**config.mk**
```make
export PLATFORM = sky130hd
export DESIGN_NAME = mult_seq_ctrl_flat
export DESIGN_NICKNAME = d
export VERILOG_FILES = /design/src/rtl/mult_pkg.sv /design/src/rtl/mult_seq_ctrl_if.sv /design/src/rtl/mult_seq_dp.sv /design/src/rtl/mult_seq_ctrl.sv /design/src/flat_wrapper.sv
export SDC_FILE = /design/constraint.sdc
export NUM_CORES = 1
export LEC_CHECK = 0
export ABC_AREA = 1
export CORE_ASPECT_RATIO = 0.7
export CORE_MARGIN = 2
export CORE_UTILIZATION = 41
export CTS_BUF_LIST = sky130_fd_sc_hd__clkbuf_8 sky130_fd_sc_hd__clkbuf_16
export DETAILED_ROUTE_END_ITERATION = 8
export GPL_TIMING_DRIVEN = 0
export PLACE_DENSITY = 0.8
export SYNTH_ARGS = -nofsm -noshare
export SYNTH_HDL_FRONTEND = slang
export SYNTH_SLANG_ARGS = --single-unit
```
**constraint.sdc**
```tcl
create_clock -name clk -period 1.6 [get_ports clk]
set_input_delay 0.24 -clock clk [delete_from_list [all_inputs] [get_ports clk]]
set_output_delay 0.24 -clock clk [all_outputs]
set_load 0.1 [all_outputs]
```
**src/rtl/mult_pkg.sv**
```systemverilog
// Shared encodings and default sizing for the sequential shift-and-add multiplier.
package mult_pkg;

  localparam int DEF_WIDTH = 16;
  localparam int DEF_CNT_W = 5;

  localparam logic [1:0] S_IDLE = 2'b00;
  localparam logic [1:0] S_RUN  = 2'b01;
  localparam logic [1:0] S_DONE = 2'b10;

endpackage

```
**src/rtl/mult_seq_ctrl_if.sv**
```systemverilog
// Request/result handshake between a multiply client and mult_seq_ctrl.
interface mult_seq_ctrl_if #(
  parameter int WIDTH = mult_pkg::DEF_WIDTH
);
  logic               start;
  logic [WIDTH-1:0]   mcand;
  logic [WIDTH-1:0]   mplier;
  logic               busy;
  logic               done;
  logic [2*WIDTH-1:0] product;

  modport master (output start, mcand, mplier, input busy, done, product);
  modport slave  (input start, mcand, mplier, output busy, done, product);
endinterface

```
**src/rtl/mult_seq_dp.sv**
```systemverilog
// Multiplier datapath: product/multiplier register P, multiplicand M and iteration
// counter, plus the operand hookup for the externally shared adder.
module mult_seq_dp
  import mult_pkg::*;
#(
  parameter int WIDTH = DEF_WIDTH,
  parameter int CNT_W = DEF_CNT_W
) (
  input  logic               clk,
  input  logic               rst,
  input  logic               load,
  input  logic               shift_en,
  input  logic               active,
  input  logic [WIDTH-1:0]   mcand,
  input  logic [WIDTH-1:0]   mplier,
  input  logic [WIDTH-1:0]   add_sum,
  input  logic               add_co,
  output logic [2*WIDTH-1:0] p,
  output logic [WIDTH-1:0]   add_a,
  output logic [WIDTH-1:0]   add_b,
  output logic               last
);

  localparam logic [CNT_W-1:0] LAST_CNT = CNT_W'(WIDTH - 1);

  logic [2*WIDTH-1:0] p_r;
  logic [WIDTH-1:0]   m_r;
  logic [CNT_W-1:0]   cnt_r;

  // P, M and counter: load on accepted start, shift in the adder result on each grant
  always_ff @(posedge clk) begin
    if (rst) begin
      p_r   <= {(2*WIDTH){1'b0}};
      m_r   <= {WIDTH{1'b0}};
      cnt_r <= {CNT_W{1'b0}};
    end else if (load) begin
      p_r   <= {{WIDTH{1'b0}}, mplier};
      m_r   <= mcand;
      cnt_r <= {CNT_W{1'b0}};
    end else if (shift_en) begin
      // carry-out lands in the top bit so no partial-sum bit is ever lost
      p_r   <= {add_co, add_sum, p_r[WIDTH-1:1]};
      cnt_r <= cnt_r + {{(CNT_W-1){1'b0}}, 1'b1};
    end else begin
      p_r   <= p_r;
      m_r   <= m_r;
      cnt_r <= cnt_r;
    end
  end

  assign p     = p_r;
  assign add_a = active ? p_r[2*WIDTH-1:WIDTH] : {WIDTH{1'b0}};
  assign add_b = (active && p_r[0]) ? m_r : {WIDTH{1'b0}};
  assign last  = (cnt_r == LAST_CNT);

endmodule

```
**src/rtl/mult_seq_ctrl.sv**
```systemverilog
// Iterative unsigned multiplier controller: sequences a shared WIDTH-bit adder
// over WIDTH granted cycles to form a 2*WIDTH-bit product.
module mult_seq_ctrl
  import mult_pkg::*;
#(
  parameter int WIDTH = DEF_WIDTH,
  parameter int CNT_W = DEF_CNT_W
) (
  input  logic              clk,
  input  logic              rst,
  mult_seq_ctrl_if.slave    bus,
  output logic              add_req,
  input  logic              add_gnt,
  output logic [WIDTH-1:0]  add_a,
  output logic [WIDTH-1:0]  add_b,
  output logic              add_ci,
  input  logic [WIDTH-1:0]  add_sum,
  input  logic              add_co
);

  logic [1:0] state_r;
  logic [1:0] state_nx_s;
  logic       busy_r;
  logic       done_r;
  logic       add_req_r;
  logic       load_s;
  logic       shift_en_s;
  logic       last_s;
  logic       run_s;

  assign run_s = (state_r == S_RUN);

  // Next state plus datapath strobes; start is only honoured in IDLE and DONE
  always_comb begin
    state_nx_s = state_r;
    load_s     = 1'b0;
    shift_en_s = 1'b0;
    case (state_r)
      S_IDLE, S_DONE: begin
        if (bus.start) begin
          load_s     = 1'b1;
          state_nx_s = S_RUN;
        end else begin
          state_nx_s = S_IDLE;
        end
      end
      S_RUN: begin
        if (add_gnt) begin
          shift_en_s = 1'b1;
          state_nx_s = last_s ? S_DONE : S_RUN;
        end else begin
          state_nx_s = S_RUN;
        end
      end
      default: begin
        state_nx_s = S_IDLE;
      end
    endcase
  end

  // State register with status flags registered alongside the next state
  always_ff @(posedge clk) begin
    if (rst) begin
      state_r   <= S_IDLE;
      busy_r    <= 1'b0;
      done_r    <= 1'b0;
      add_req_r <= 1'b0;
    end else begin
      state_r   <= state_nx_s;
      busy_r    <= (state_nx_s == S_RUN);
      done_r    <= (state_nx_s == S_DONE);
      add_req_r <= (state_nx_s == S_RUN);
    end
  end

  mult_seq_dp #(
    .WIDTH (WIDTH),
    .CNT_W (CNT_W)
  ) u_dp (
    .clk      (clk),
    .rst      (rst),
    .load     (load_s),
    .shift_en (shift_en_s),
    .active   (run_s),
    .mcand    (bus.mcand),
    .mplier   (bus.mplier),
    .add_sum  (add_sum),
    .add_co   (add_co),
    .p        (bus.product),
    .add_a    (add_a),
    .add_b    (add_b),
    .last     (last_s)
  );

  assign bus.busy = busy_r;
  assign bus.done = done_r;
  assign add_req  = add_req_r;
  assign add_ci   = 1'b0;

endmodule

```
**src/flat_wrapper.sv**
```systemverilog
// flat-port wrapper written by rule: the top's interface ports become plain ports
module mult_seq_ctrl_flat import mult_pkg::*;
#(
  parameter int WIDTH = DEF_WIDTH,
  parameter int CNT_W = DEF_CNT_W
)
  (clk, rst, add_req, add_gnt, add_a, add_b, add_ci, add_sum, add_co, bus_start, bus_mcand, bus_mplier, bus_busy, bus_done, bus_product);
  mult_seq_ctrl_if #(.WIDTH(WIDTH)) bus_i ();
  input  logic clk;
  input  logic rst;
  output logic add_req;
  input  logic add_gnt;
  output logic [WIDTH-1:0] add_a;
  output logic [WIDTH-1:0] add_b;
  output logic add_ci;
  input  logic [WIDTH-1:0] add_sum;
  input  logic add_co;
  input wire logic [$bits(bus_i.start)-1:0] bus_start;
  input wire logic [$bits(bus_i.mcand)-1:0] bus_mcand;
  input wire logic [$bits(bus_i.mplier)-1:0] bus_mplier;
  output wire logic [$bits(bus_i.busy)-1:0] bus_busy;
  output wire logic [$bits(bus_i.done)-1:0] bus_done;
  output wire logic [$bits(bus_i.product)-1:0] bus_product;
  assign bus_i.start = bus_start;
  assign bus_i.mcand = bus_mcand;
  assign bus_i.mplier = bus_mplier;
  assign bus_busy = bus_i.busy;
  assign bus_done = bus_i.done;
  assign bus_product = bus_i.product;
  mult_seq_ctrl #(.WIDTH(WIDTH), .CNT_W(CNT_W)) u_core (.clk(clk), .rst(rst), .bus(bus_i), .add_req(add_req), .add_gnt(add_gnt), .add_a(add_a), .add_b(add_b), .add_ci(add_ci), .add_sum(add_sum), .add_co(add_co));
endmodule
```
==> results of run 1 <==
==> logic make-up (layout without fill, tap and decap cells) <==
| logic type | Yosys count | after routing |
|---|---|---|
| adder cells (fa/ha/maj) | 2 | 2 |
| flip-flops | 57 | 57 |
| AND/OR/NAND/NOR | 151 | 151 |
| other | 1 | 1 |
| AO/OA/AOI/OAI | 72 | 72 |
| buffers and inverters | 65 | 209 |
==> repair_timing <==
| item | 4_1_cts | 5_1_grt |
|---|---|---|
| endpoints found under the setup margin | 67 | 35 |
| pin swaps | 7 | 7 |
| hold endpoints to repair | 0 | 0 |
| gates cloned | 2 | 0 |
| gates resized for setup | 401 | 3 |
| buffers inserted | 6 | 2 |
==> routing by layer <==
metal | track usage [%] | wire (µm)
met1 | 31.0 | 3620
met4 | 10.0 | 264
met3 | 7.21 | 658
met2 | 43.5 | 4330
met5 | 0 | 0
==> layout make-up <==
cell class                 count  area [µm²]  area share (%)
buffer                        24         189            3.78
clock buffer                  12         176            3.53
clock inverter                 4        95.1            1.90
inverter                      41         171            3.43
multi-input combinational    226        1410            28.2
sequential                    57        1170            23.4
tap                           78        97.6            1.95
timing repair buffer         128        1690            33.8
==> sequential cells by signal, indices dropped and copies added (netlist names) <==
signal and count:
u_core.state_r 2, u_core.u_dp.p 32, u_core.bus.busy 1, u_core.u_dp.m_r 16, u_core.u_dp.cnt_r 5, u_core.bus.done 1
==> worst paths after layout <==
path                           to  slack, ns
min              u_core.u_dp.p[8]       0.37
min reg2reg  u_core.u_dp.cnt_r[4]       0.49
max                      add_b[7]      -0.24
max reg2reg  u_core.u_dp.cnt_r[4]       0.13
==> metrics by stage <==
stage	util [%]	TNS, ns
after global placement	67.8	-29.17
after CTS	80.5	-4.84
after detailed placement	67.8	-29.55
final	80.8	-5.54
after floorplan	-	-1.13
after global routing	80.8	-6.95
==> worst max-delay path: cells and delay by family, from the launching register on <==
kind,cells,cell delay (ns)
DFF,1,0.37
buffers and inverters,4,0.51
and+or+nand+nor,3,0.38
==> where the power goes <==
part           internal (mW)  switching (mW)
logic                  0.372           0.729
clock network           1.21           0.583
registers               1.49          0.0445
==> placed cells by master (no fill, tap or decap), drive strengths merged, types with 16 or more instances in the layout <==
cell / count
nor2: 35
a21oi: 38
buf: 64
nand3: 51
o21a: 16
clkdlybuf4s15: 34
nand2: 59
o21ai: 18
dfxtp: 57
clkdlybuf4s50: 51
inv: 41
==> impl_results.md, run 1 <==
* Status: finished, violations left
* Failing checks: setup timing
* Max Cap Violations at 0
* I/O pin cnt at 121
* Data required, critical path at 1.36 ns
* Crit path kind: reg -> out
* Average cell area after synthesis at 7.49 µm²
* CP Capture Type: output port
* Hold path depth at 5
* Fraction of registers with async set/reset at 0%
* Pwr Density at 887 mW/mm²
* Antenna-violating nets left at 0
* Drt drc at 0
* CTS tree: done
* Vias in the first global route at 2,911
* Yosys top cell by area: dfxtp_1
* Crit path max-delay cell type: dfxtp_4
* Register area share after synthesis at 43.8%
* Complex-gate fraction of the synthesized area at 16.7%
* Synth Area in XOR/XNOR at 0%
* Global route overflow at 0
* Leak pwr at 1.82 nW
* RSZ-0062 raised after global routing: yes
* Clock Tree Root: clkbuf_8
* Post-synthesis cell area at 0.00260 mm²
* Yosys Warn Count at 0
* Mux contribution to synthesized area at 0%
* Fraction of layout instances using a drive strength above 1 at 37.4%
* Slowest cell delay on critical path at 0.37 ns
* Avg WL per Cell at 15.6 µm
* Crit-path cells: inv_6 > nor2_4 > buf_12 > nand2_8 > buf_16 > nor2_4 > buf_12
* Fin cells at 570
* FF+latch count, synth at 57
* Reg clk slew, reported paths at 0.07 ns
* Fillers at 385
* Syn nets at 403
* Cells after synthesis at 348
* Post-DR vias/cell at 5.03
* Synth area leaders: dfxtp_1 (44%), nand3_1 (9.6%), nand2_1 (7.9%)
* Die height at 70.7 µm
* Worst EP arrival at 1.60 ns
* Setup-failing EPs final at 32
* Crit path launch type: flip-flop
* Iteration-0 DRC Markers at 135
* Die Wd at 99.3 µm
* Post-synth top flop: dfxtp_1
* Max Fclk at 0.544 GHz
* Worst Reg-to-Reg Cells at 6
* Yosys cell types at 26
* Hold_buf cts at 0
* Peak supply drop at 0.000839 V
* FP Rows at 24
* Power Total at 4.43 mW
* Adder-Cell Fraction of Synth Area at 0.961%
* Dpl cell area at 0.00419 mm²
* Leading cell types by count after synthesis: dfxtp_1 (57), nand2_1 (55), nand3_1 (50), inv_1 (37), nor2_1 (34)
* CTS HTree Levels at 3
* Slew @ Worst Pin at 0.562 ns
* Deepest clock path buffer count at 2
* Largest family of logic cells by synthesized area: simple AND/OR/NAND/NOR gates
* Pre-CTS setup slack at -0.943 ns
* Post-DP HPWL at 5800 µm
* Crit path from: u_core.state_r[0]
* Area delta synth->final at 91.9%
* Starting Density at 42.1%
* CTS Buf Count at 9
* Nets@finish at 542
* First-pass GRT wire length at 14,200 µm
* First-pass iteration count of the detailed router at 4
* Post-synth EDFFs at 0
* Routability Congestion at 0.827
* Simple-Gate Fraction of Synth Area at 26.4%
* Setup slack after layout at -0.239 ns
* Clock Latency Late Sink at 0.34 ns
* Core area at 0.00619 mm²
* # clock sinks at 57
* Rel. slew slack at 62.7%
* Most frequent cell after synthesis: dfxtp_1
* HP Class: in -> reg
* Placed cell count at 544
* Final max-slew violation count at 0
* Final Hold Viols at 0
* HP Start: bus_start
* Critical Path Fanout Max at 5
* Clk_skew at 0.00909 ns
* Antenna Cells at 0
* Die ar. at 0.00702 mm²
* I/O Buffers at 118
* Initial antenna violation count at 0
* Final non-filler cell area at 0.00500 mm²
* All-Layer GR Usage at 25.6%
* Via count at 2,869
* Worst hold slack at 0.373 ns
* Final critical-path share of the clock period at 115%
* Min Clock Period, post-route at 1.84 ns
* Drt total wl at 8880 µm
* Synth top area share at 43.8%
* Largest net degree at the start of global routing at 11
* RR Startpoint: u_core.u_dp.cnt_r[0]
Power figures use the tool's default switching activity.
==> run 2: changes to the inputs <==
--- a/config.mk
+++ b/config.mk
@@ -13,6 +13,7 @@
 export DETAILED_ROUTE_END_ITERATION = 8
 export GPL_TIMING_DRIVEN = 0
 export PLACE_DENSITY = 0.8
+export SETUP_SLACK_MARGIN = 0.15
 export SYNTH_ARGS = -nofsm -noshare
 export SYNTH_HDL_FRONTEND = slang
 export SYNTH_SLANG_ARGS = --single-unit
==> run 2 against run 1 <==
  * The flow still finishes with violations (setup timing)
  * Sequential cell count is the same
  * Via count up 3.3%
  * Routed wire length decreased by 0.60%
  * Largest power group is now sequential cells
==> impl_results.md, run 2 (synthesized netlist as in run 1, its figures left out) <==
* Initial antenna violation count at 0 (unchanged)
* CP top delay family: buffers and inverters
* Setup slack after layout at -0.187 ns (+0.0523 ns)
* CP Capture Type: output port
* RSZ-0062 raised after global routing: yes
* Fin cells at 572 (+0.35%)
* Global route overflow at 0 (unchanged)
* Data required, critical path at 1.36 ns (about the same)
* FP Rows at 24 (unchanged)
* Critical Path Fanout Max at 5 (unchanged)
* I/O pin cnt at 121 (unchanged)
* Fraction of layout instances using a drive strength above 1 at 38.3% (+0.86 points)
* Peak supply drop at 0.000597 V (-29%)
* Placed cell count at 544 (unchanged)
* Hold_buf cts at 0 (unchanged)
* Min Clock Period, post-route at 1.79 ns (-0.0523 ns)
* Crit path launch type: flip-flop
* Largest net degree at the start of global routing at 11 (unchanged)
* Util after Layout at 76.7% (-4.1 points)
* Pint at 2.52 mW (-18%)
* Avg WL per Cell at 15.4 µm (-0.94%)
* First-pass GRT wire length at 13,600 µm (-3.9%)
* Setup-failing EPs final at 32 (unchanged)
* All-Layer GR Usage at 24.4% (-1.2 points)
* Die ar. at 0.00702 mm² (unchanged)
* I/O Buffers at 118 (unchanged)
* Leak pwr at 1.84 nW (+0.90%)
* Rel. slew slack at 62.5% (-0.13 points)
* HP Start: bus_start
* Crit path max-delay cell type: dfxtp_4
* Die height at 70.7 µm (unchanged)
* Power Total at 3.86 mW (-13%)
* Clock share of power at 32.5% (-8.0 points)
* CTS tree: done
* First-pass iteration count of the detailed router at 5 (+1)
* Final max-slew violation count at 0 (unchanged)
* Drt total wl at 8830 µm (-0.60%)
* Max Cap Violations at 0 (unchanged)
* Crit path kind: reg -> out
* Hold path depth at 5 (unchanged)
* # clock sinks at 57 (unchanged)
* Worst Reg-to-Reg Cells at 6 (unchanged)
* R2R Setup Slk at 0.24 ns (+0.11 ns)
* Hold worst-path end: u_core.u_dp.p[7]
* Post-DP HPWL at 5630 µm (-2.9%)
* Slew @ Worst Pin at 0.562 ns (-0.000687 ns)
* Reg clk slew, reported paths at 0.06 ns (about the same)
* Area delta synth->final at 82.2%
* HP Class: in -> reg
* Commonest non-fill, non-tap cell in the layout: nand2_1
* Via count at 2,965 (+3.3%)
* Core area at 0.00619 mm² (unchanged)
* Max Fclk at 0.560 GHz (+2.9%)
* Final Hold Viols at 0 (unchanged)
* RR Startpoint: u_core.u_dp.cnt_r[0]
* Switching power at 1.34 mW (-1.1%)
* Die Wd at 99.3 µm (unchanged)
* Fillers at 426 (+11%)
* Antenna-violating nets left at 0 (unchanged)
* Critical Path Most Common Cell: buf_12
* Nets@finish at 545 (+0.55%)
* CTS HTree Levels at 3 (unchanged)
* Antenna Cells at 0 (unchanged)
* Routability Congestion at 0.839 (+1.4%)
* Switch share at 34.8% (+4.2 points)
* Deepest clock path buffer count at 2 (unchanged)
* Most frequent cells in the layout: nand2_1 (54), clkdlybuf4s50_1 (51), nand3_1 (50), inv_1 (38), buf_12 (37)
* Pwr Density at 813 mW/mm² (-8.3%)
* Clock Tree Root: clkbuf_8
* Buf/Inv on CP at 4 (unchanged)
* Crit-path cells: inv_6 > nor2_4 > nand2_8 > buf_12 > buf_12 > nor2_4 > buf_12
* Final critical-path share of the clock period at 112% (-3.3 points)
* Reg2reg end: u_core.u_dp.cnt_r[4]
* Worst EP arrival at 1.55 ns (-0.05 ns)
* Clk_skew at 0.00757 ns (-0.00152 ns)
* Iteration-0 DRC Markers at 186 (+38%)
* Largest register FFs at 32 (unchanged)
* Drt drc at 0 (unchanged)
* Comb pwr share at 27.8% (+3.0 points)
* Sequential fraction of design power at 39.7% (+5.0 points)
* Post-DR vias/cell at 5.18 (+3.0%)
* Status: finished, violations left
* Vias in the first global route at 2,817 (-3.2%)
* Starting Density at 42.1% (unchanged)
* Failing checks: setup timing
* CTS Buf Count at 9 (unchanged)
* Slowest cell delay on critical path at 0.37 ns (about the same)
* Clock Latency Late Sink at 0.34 ns (about the same)
==> run 2: layout make-up <==
cell class / instances / area [µm²] / share of cell area, %
repair buffers: 131 / 1510 / 31.9
multi-input cells: 226 / 1420 / 29.9
flip-flops and latches: 57 / 1190 / 25.0
plain buffers: 24 / 189 / 3.98
inverters: 41 / 164 / 3.45
clock buffers: 9 / 124 / 2.61
well taps: 78 / 97.6 / 2.06
clock inverters: 6 / 51.3 / 1.08
==> run 2: tightest hold or removal path, delay by kind of cell <==
kind | cells | cell delay (ns)
and+or+nand+nor | 3 | 0.21
buffers and inverters | 1 | 0.18
AOI/OAI and AO/OA | 1 | 0.05
==> run 2: layer usage <==
metal  wire, µm  global-route usage [%]
met5          0                       0
met4        157                    10.0
met3        663                    6.32
met2       4290                    41.1
met1       3720                    29.9
==> run 2: worst max path at each step <==
| stage | start | end | slack [ns] | cells past startpoint |
|---|---|---|---|---|
| floorplan | u_core.u_dp.p[0] | add_b[10] | -0.07 | 3 |
| global placement | u_core.state_r[0] | add_a[10] | -0.90 | 6 |
| detailed placement | u_core.state_r[0] | add_a[10] | -0.92 | 6 |
| CTS | u_core.state_r[0] | add_b[1] | -0.21 | 7 |
| global route | u_core.state_r[0] | add_b[14] | -0.23 | 7 |
| finish | u_core.state_r[0] | add_b[14] | -0.19 | 7 |
==> run 2: power groups by stage <==
stage / registers (mW) / clock network, mW / logic [mW]
detailed placement: 1.56 / 0 / 1.01
finish: 1.53 / 1.25 / 1.07
global route: 1.54 / 1.30 / 1.13
CTS: 1.53 / 1.25 / 1.06
global placement: 1.56 / 0 / 1.00
floorplan: 1.85 / 0 / 0.421
==> run 2: through the flow <==
| step | cell area [µm²] | TNS (ns) | hold WS [ns] | worst slack [ns] |
|---|---|---|---|---|
| floorplan | 2910 | -1.01 | 0.363 | -0.0748 |
| global placement | 4190 | -29.15 | 0.452 | -0.903 |
| detailed placement | 4190 | -29.54 | 0.460 | -0.918 |
| CTS | 4740 | -5.06 | 0.372 | -0.208 |
| global route | 4750 | -5.68 | 0.405 | -0.226 |
| finish | 4750 | -4.38 | 0.383 | -0.187 |
==> run 2: timing repair <==
action	CTS	global route
endpoints found under the setup margin	67	47
buffers inserted	11	1
pin swaps	13	3
endpoints found under the hold margin	0	0
gates cloned	1	0
resized for setup	461	18
==> run 3: changes to the inputs <==
--- a/config.mk
+++ b/config.mk
@@ -7,7 +7,6 @@
 export LEC_CHECK = 0
 export ABC_AREA = 1
 export CORE_ASPECT_RATIO = 0.7
-export CORE_MARGIN = 2
 export CORE_UTILIZATION = 41
 export CTS_BUF_LIST = sky130_fd_sc_hd__clkbuf_8 sky130_fd_sc_hd__clkbuf_16
 export DETAILED_ROUTE_END_ITERATION = 8
==> run 3 against run 2 <==
  * The flow still finishes with violations (setup timing)
  * Routed wire length up 3.3%
  * Non-clock buffer count down 1
  * Cell count down 0.52%
  * Setup slack worse by 0.039 ns
  * Clock power about the same
  * Via count down 1.0%
  * Power up 0.88%
  * Sequential power about the same
  * Clock-buffer cell count unchanged
==> impl_results.md, run 3 (synthesized netlist as in run 1, its figures left out) <==
* Failing checks: setup timing
* Hold_buf cts at 0 (unchanged)
* Clock Latency Late Sink at 0.34 ns (about the same)
* First-pass iteration count of the detailed router at 4 (-1)
* Setup slack after layout at -0.226 ns (-0.0386 ns)
* Rel. slew slack at 64.1% (+1.5 points)
* Vias in the first global route at 2,833 (+0.57%)
* Die height at 68.7 µm (-2.8%)
* Comb pwr share at 27.9% (about the same)
* Final critical-path share of the clock period at 114% (+2.4 points)
* Slew @ Worst Pin at 0.539 ns (-0.0227 ns)
* Power Total at 3.89 mW (+0.88%)
* Final max-slew violation count at 0 (unchanged)
* Fraction of layout instances using a drive strength above 1 at 37.9% (-0.40 points)
* Pwr Density at 818 mW/mm² (+0.59%)
* Min Clock Period, post-route at 1.83 ns (+0.0386 ns)
* Initial antenna violation count at 0 (unchanged)
* Switch share at 35.1% (+0.30 points)
* Final non-filler cell area at 0.00476 mm² (+0.29%)
* Post-DR vias/cell at 5.16 (-0.52%)
* Worst EP arrival at 1.59 ns (+0.04 ns)
* Largest register FFs at 32 (unchanged)
* I/O pin cnt at 121 (unchanged)
* CTS tree: done
* Reg2reg end: u_core.u_dp.cnt_r[4]
* Critical Path Fanout Max at 6 (+1)
* Most frequent cells in the layout: nand2_1 (55), clkdlybuf4s50_1 (51), nand3_1 (50), inv_1 (39), buf_2 (39)
* CP Capture Type: output port
* FP Rows at 23 (-4.2%)
* Iteration-0 DRC Markers at 134 (-28%)
* Drt drc at 0 (unchanged)
* Sequential fraction of design power at 39.3% (-0.4 points)
* Nets@finish at 544 (-0.18%)
* Reg clk slew, reported paths at 0.07 ns (about the same)
* Starting Density at 43.9% (+1.8 points)
* CTS Buf Count at 9 (unchanged)
* Die Wd at 97.3 µm (-2.0%)
* Pint at 2.53 mW (+0.42%)
* Antenna Cells at 0 (unchanged)
* Die ar. at 0.00668 mm² (-4.8%)
* Antenna-violating nets left at 0 (unchanged)
* Placed cell count at 541 (-0.55%)
* Commonest non-fill, non-tap cell in the layout: nand2_1
* Final Hold Viols at 0 (unchanged)
* Fillers at 370 (-13%)
* Post-DP HPWL at 5820 µm (+3.3%)
* Max Fclk at 0.548 GHz (-2.1%)
* Leak pwr at 1.86 nW (+0.81%)
* Switching power at 1.37 mW (+1.7%)
* Crit path kind: reg -> out
* Crit path launch type: flip-flop
* Fin cells at 569 (-0.52%)
* CTS HTree Levels at 3 (unchanged)
* First-pass GRT wire length at 14,100 µm (+3.7%)
* All-Layer GR Usage at 27.8% (+3.4 points)
* Util after Layout at 80.3% (+3.6 points)
* Data required, critical path at 1.36 ns (about the same)
* HP Class: in -> reg
* R2R Setup Slk at 0.20 ns (-0.04 ns)
* Core area at 0.00593 mm² (-4.2%)
* Worst Reg-to-Reg Cells at 6 (unchanged)
* Setup-failing EPs final at 32 (unchanged)
* Status: finished, violations left
* Clock Tree Root: clkbuf_8
* Max Cap Violations at 0 (unchanged)
* Drt total wl at 9120 µm (+3.3%)
* Routability Congestion at 0.840 (+0.14%)
* # clock sinks at 57 (unchanged)
* Crit path from: u_core.state_r[0]
* RSZ-0062 raised after global routing: yes
* CP Capture Point: add_b[0]
* I/O Buffers at 118 (unchanged)
* Clk_skew at 0.00932 ns (+0.00175 ns)
* RR Startpoint: u_core.u_dp.cnt_r[0]
* Worst hold slack at 0.380 ns (-0.00358 ns)
* Deepest clock path buffer count at 2 (unchanged)
* Avg WL per Cell at 16.0 µm (+3.8%)
* Via count at 2,934 (-1.0%)
* Largest net degree at the start of global routing at 11 (unchanged)
* Dpl cell area at 0.00418 mm² (about the same)
* Global route overflow at 0 (unchanged)
* Clock share of power at 32.7% (+0.2 points)
* Area delta synth->final at 82.7%
* Peak supply drop at 0.000540 V (-9.5%)
## run 3: cell types whose count changed in the layout (fill, tap and decap cells not counted), sizes merged
cell,change
clkbuf,+1
clkdlybuf4s18,-4
inv,+1
buf,+2
## run 3: per-layer routing
metal  track usage (%)  up-vias  routed length, µm
met3              7.06       21                566
met1              33.7     1381               3750
met2              48.9      125               4620
li1                  -     1407                  -
met5                 0        -                  0
met4              10.5        0                182
## run 3: cell type report
| cell class | instances | area, µm² | share of cell area, % |
|---|---|---|---|
| clock inverters | 7 | 53.8 | 1.13 |
| well taps | 75 | 93.8 | 1.97 |
| clock buffers | 9 | 124 | 2.60 |
| repair buffers | 130 | 1520 | 31.9 |
| plain buffers | 24 | 189 | 3.97 |
| multi-input cells | 226 | 1420 | 29.8 |
| inverters | 41 | 171 | 3.60 |
| flip-flops and latches | 57 | 1190 | 24.9 |
## run 3: worst max-delay path: stages (launching register included)
cell,delay [ns]
dfxtp_4,0.37
inv_6,0.04
nor2_4,0.15
buf_12,0.14
nand2_8,0.08
buf_4,0.16
nor2_4,0.11
buf_12,0.18
## run 3: repair_timing
action | CTS | global route
buffers inserted | 9 | 1
endpoints found under the hold margin | 0 | 0
setup endpoints to repair | 67 | 48
pin swaps | 15 | 6
gates resized for setup | 469 | 18
gates cloned | 2 | 0
## run 3: power by group through the flow
| stage | Combinational (mW) | Clock (mW) | Sequential (mW) |
|---|---|---|---|
| after floorplan | 0.421 | 0 | 1.85 |
| after global placement | 1.00 | 0 | 1.56 |
| after detailed placement | 1.02 | 0 | 1.56 |
| after CTS | 1.07 | 1.26 | 1.53 |
| after global routing | 1.14 | 1.35 | 1.54 |
| final | 1.09 | 1.27 | 1.53 |
## run 3: worst min path at each step
stage | start | cells past startpoint | slack, ns | to
2_1_floorplan | add_sum[1] | 1 | 0.36 | u_core.u_dp.p[16]
3_3_place_gp | u_core.u_dp.cnt_r[4] | 2 | 0.45 | u_core.u_dp.cnt_r[4]
3_5_place_dp | u_core.u_dp.cnt_r[4] | 2 | 0.46 | u_core.u_dp.cnt_r[4]
4_1_cts | bus_start | 5 | 0.37 | u_core.u_dp.p[6]
5_1_grt | bus_start | 5 | 0.42 | u_core.u_dp.p[6]
6_report | bus_start | 5 | 0.38 | u_core.u_dp.p[15]
## run 3: through the flow
step	worst slack [ns]	setup TNS (ns)
global placement	-0.901	-29.19
global route	-0.292	-7.04
finish	-0.226	-5.02
floorplan	-0.0748	-1.01
CTS	-0.243	-4.86
detailed placement	-0.914	-29.85
